$ cat config.mk
export PLATFORM = sky130hd
export DESIGN_NAME = fact_accel
export DESIGN_NICKNAME = d
export VERILOG_FILES = /design/src/rtl/fact_accel.sv
export SDC_FILE = /design/constraint.sdc
export NUM_CORES = 1
export LEC_CHECK = 0
export ABC_CLOCK_PERIOD_IN_PS = 4890
export BUFFER_PORTS_ARGS = -buffer_cell sky130_fd_sc_hd__buf_2
export CAP_MARGIN = 15
export CORE_UTILIZATION = 55
export CTS_CLUSTER_SIZE = 14
export DETAILED_ROUTE_END_ITERATION = 8
export PLACE_DENSITY = 0.75
export RECOVER_POWER = 25
export SETUP_SLACK_MARGIN = 0.3
export SYNTH_ARGS = -nofsm -noshare
export SYNTH_HDL_FRONTEND = slang
export SYNTH_SLANG_ARGS = --single-unit
$ cat constraint.sdc
create_clock -name clk -period 4.89 [get_ports clk]
set_clock_uncertainty 0.05 [all_clocks]
set_input_delay 0.2445 -clock clk [delete_from_list [all_inputs] [get_ports clk]]
set_output_delay 0.2445 -clock clk [all_outputs]
set_load 0.02 [all_outputs]
$ cat src/rtl/fact_accel.sv
// Memory-mapped factorial accelerator: the core writes N, strobes GO, polls STATUS and reads RESULT.
// Computes N! with one multiply per clock; an out-of-range N reports an error without computing.
module fact_accel #(
  parameter int unsigned DATA_W = 32,
  parameter int unsigned N_W    = 4,
  parameter int unsigned N_MAX  = 12
) (
  input  logic              clk,
  input  logic              rst,
  input  logic              we,
  input  logic [1:0]        a,
  input  logic [DATA_W-1:0] wd,
  output logic [DATA_W-1:0] rd
);

  localparam logic [1:0] ADDR_N      = 2'd0;
  localparam logic [1:0] ADDR_GO     = 2'd1;
  localparam logic [1:0] ADDR_STATUS = 2'd2;
  localparam logic [1:0] ADDR_RESULT = 2'd3;

  localparam logic [N_W-1:0] N_MAX_V = N_W'(N_MAX);
  localparam logic [N_W-1:0] CNT_ONE = N_W'(1);

  typedef enum logic [1:0] {
    IDLE = 2'd0,
    BUSY = 2'd1,
    DONE = 2'd2
  } state_t;

  state_t            state;
  logic [N_W-1:0]    n_reg;
  logic [N_W-1:0]    cnt;
  logic [DATA_W-1:0] prod;
  logic [DATA_W-1:0] result;
  logic              done;
  logic              err;
  logic              start_c;

  // Upper write-data bits are never stored.
  logic unused_wd;
  assign unused_wd = ^wd[DATA_W-1:N_W];

  assign start_c = we && (a == ADDR_GO) && wd[0];

  // Operand register, sequencer and datapath.
  always_ff @(posedge clk or negedge rst) begin
    if (!rst) begin
      state  <= IDLE;
      n_reg  <= '0;
      cnt    <= '0;
      prod   <= '0;
      result <= '0;
      done   <= 1'b0;
      err    <= 1'b0;
    end else begin
      if (we && (a == ADDR_N)) begin
        n_reg <= wd[N_W-1:0];
      end
      case (state)
        IDLE, DONE: begin
          if (start_c) begin
            if (n_reg > N_MAX_V) begin
              result <= '0;
              err    <= 1'b1;
              done   <= 1'b1;
              state  <= DONE;
            end else begin
              cnt   <= n_reg;
              prod  <= DATA_W'(1);
              done  <= 1'b0;
              err   <= 1'b0;
              state <= BUSY;
            end
          end
        end
        BUSY: begin
          // A start during BUSY is ignored; the latched cnt drives the loop.
          if (cnt <= CNT_ONE) begin
            result <= prod;
            done   <= 1'b1;
            state  <= DONE;
          end else begin
            prod <= prod * DATA_W'(cnt);
            cnt  <= cnt - CNT_ONE;
          end
        end
        default: state <= IDLE;
      endcase
    end
  end

  // Zero-latency read mux, matching data memory's combinational read.
  always_comb begin
    rd = '0;
    case (a)
      ADDR_N:      rd = DATA_W'(n_reg);
      ADDR_GO:     rd = DATA_W'(state == BUSY);
      ADDR_STATUS: rd = DATA_W'({err, done});
      ADDR_RESULT: rd = result;
      default:     rd = '0;
    endcase
  end

endmodule

==> impl_results.md <==
* Status: finished, final reports clean
* Detail Route Antenna Nets at 0
* # setup viols final at 0
* EDFF count, synth at 0
* # clock sinks at 76
* Ys Warns at 0
* Placed insts at slightly below 1000
* Root buf cell: clkbuf_16
* RSZ-0062 raised after global routing: false
* Cell internal pwr at 2.14 mW
* Number of global-route vias before repair at about 5700
* ANT cells at 0
* DP Wirelength at between 10 and 15 mm
* CP Class: reg2reg
* Largest registers: prod (32), result (32)
* Synthesized Nets at slightly above 900
* Cts repair resizes at 0
* Initial antenna violation count at 0
* # IOs at 69
* Maximum VDD drop at between 0.0002 and 0.0003 V
* Net Sw Frac at between 40% and 50%
* Share of cells above drive strength 1 at 10.3%
* Layout area overhead at 8.85%
* Layout Cells excl Fill at between 900 and 1000
* Die height at between 100 and 150 um
* Total wire length at approximately 17 mm
* First-pass GRT wire length at 28.0 mm
* Setup_tns at 0 ns
* Combinational share of power at between 50% and 60%
* H-tree Lvls at 3
* CP Data Required Time at around 5 ns
* Worst-path clk slew at 0.06 ns
* Clk buf depth at 2
* Sw Pwr at roughly 2 mW
* Core ar. at 12200 um^2
* Num CTS Buffers at 9
* Min Tclk post-route at 4.42 ns
* Post-synthesis register bit count at 76
* Largest cells by area after synthesis: dfrtp_1 27%, fa_1 16%, and2_1 8.0%
* Drt initial violations at 383
* Worst Tran Pin Value at 0.988 ns
* Netlist cell types at 60
* Cell with the most instances after synthesis: inv_1
* Largest stage delay, worst path at 0.69 ns
* Most instantiated cells after synthesis: 110 x inv_1, 90 x and2_1, 79 x nand2_1, 76 x dfrtp_1, 57 x fa_1
* Seq/Total Area, Yosys at 27.2%
* Crit-path leading delay family: adder cells
* Routed len/inst at between 15 and 20 um
* Crit path DAT at 4.60 ns
* Drt pass-1 iters at 7
* Via count at between 5000 and 6000
* Flop pwr share at ~29%
* Register area at 1900 um^2
* Worst hold path class: in2async
* Final period util at approximately nine tenths
* Site row count at 40
* Worst-path cell chain: nand2_1, fa_1, fa_1, inv_1, fa_1, a211oi_1, nor2_2, o22ai_2, o31ai_4, a31oi_1, o21ai_0, mux2i_1, nand2_1
* Starting Density at a little under three fifths
* Clock insertion delay at the later pin of the skew report at about 0.34 ns
* Slowest-stage cell, CP: dfrtp_1
* Max-slew headroom at between 30% and 40%
* Post-CTS Hold Fix Bufs at 0
* Pwr/cell area at 538 nW/um^2
* Port Buffers at 40
* GPL Wtd Cong at approximately 0.88
* # fillers at approximately 1100
* DR DRC count at 0
* Syn Area/Cell at slightly below 9 um^2
* Main synth FF type: dfrtp_1
* Leakage at ~4 nW
* Setup crit end kind: register
* Crit-path most repeated cell: fa_1
* Final #Nets at 935
* Buf/Inv on CP at 1
* Area leader, netlist: dfrtp_1
* Die area at 13200 um^2
* Setup bufs post-CTS at 0
* Yosys top cell area share at a little over a quarter
* Startpoint Class: register
* Gr usage total at 27.4%
* Critical Path Fanout Max at 16
* Multi-input logic area at 4530 um^2
* Hold Vio Cnt, Final at 0
* Chip width at 115 um
* Max-slew violations at 0
* Max Clk Rate at roughly 230 MHz
* Post-synthesis instance total at 790
* Clock share of power at approximately 16%
* Mapped cell area at 7000 um^2
* Vias/cell at 5.80
* Largest net degree at the start of global routing at 77
* CTS tree: done
* Total grt overflow at 0
* Asr flop ratio synth at between 90% and 100%
* Maxcap violations at 0
[layout by cell type (no fill, tap or decap), types with 16 or more instances in the layout]
master,count
nand3_1,22
and2_1,90
buf_2,39
o21ai_0,38
nand2_1,79
nor2_1,17
inv_1,110
a21o_1,16
fa_1,57
xnor2_1,17
dfrtp_1,75
a21oi_1,24
and3_1,31
ha_1,34
a22o_1,35
[worst reg2reg max path, cell delays in order, from the launching register on]
cell	delay (ns)
dfrtp_1	0.69
nand2_1	0.16
fa_1	0.53
fa_1	0.54
inv_1	0.07
fa_1	0.48
a211oi_1	0.27
nor2_2	0.10
o22ai_2	0.29
o31ai_4	0.14
a31oi_1	0.44
o21ai_0	0.27
mux2i_1	0.21
nand2_1	0.07
[power groups by stage]
stage	combinational, mW	sequential (mW)	clock (mW)
CTS	2.25	1.17	0.677
finish	2.25	1.18	0.668
floorplan	1.77	1.01	0
global placement	2.12	1.17	0
global route	2.55	1.21	0.716
detailed placement	2.22	1.18	0
[logic make-up after synthesis]
logic type	count (synthesis)	synth area share, %
AOI/OAI and AO/OA	164	16.8
xor gates and xnor gates	28	3.51
adders and majority gates	91	22.4
buffers and inverters	153	8.28
DFF	76	27.2
muxes	8	1.41
and+or+nand+nor	270	20.5
[per-stage QoR]
stage          util [%]  power (mW)  cell area [um^2]  setup slack (ns)  hold slack [ns]
6_report           62.4        4.10              7610             0.468           0.0229
4_1_cts            62.3        4.10              7610             0.485           0.0637
3_3_place_gp       59.9        3.29              7320             0.608            0.415
5_1_grt            62.4        4.47              7610             0.301           0.0840
2_1_floorplan         -        2.78              7000             0.910           -0.101
3_5_place_dp       59.9        3.40              7320             0.498            0.424
[routing by layer]
layer / wire length, um / up-vias / GRT usage, %
met1: 7260 / 2855 / 36.0
met5: 0 / - / 0
met3: 660 / 29 / 3.27
met2: 8350 / 157 / 47.3
met4: 363 / 0 / 9.09
li1: - / 2642 / -
[final cells by class]
class / instances / area share [%]
flip-flops and latches: 76 / 25.0
well taps: 168 / 2.76
repair buffers: 49 / 3.55
clock buffers: 10 / 3.01
clock inverters: 6 / 0.838
inverters: 110 / 5.42
multi-input cells: 561 / 59.4
[path summary, 6_finish.rpt]
path	startpoint	to	slack, ns	cells after the start
max	cnt[3]	prod[30]	0.47	13
max in group asynchronous	rst	cnt[2]	4.07	1
min in group clk	wd[2]	n_reg[2]	0.08	2
min	rst	result[10]	0.02	1
min reg2reg	result[10]	result[10]	0.44	1
max reg2reg	cnt[3]	prod[30]	0.47	13
No activity file was read; power rests on OpenSTA's default activity.
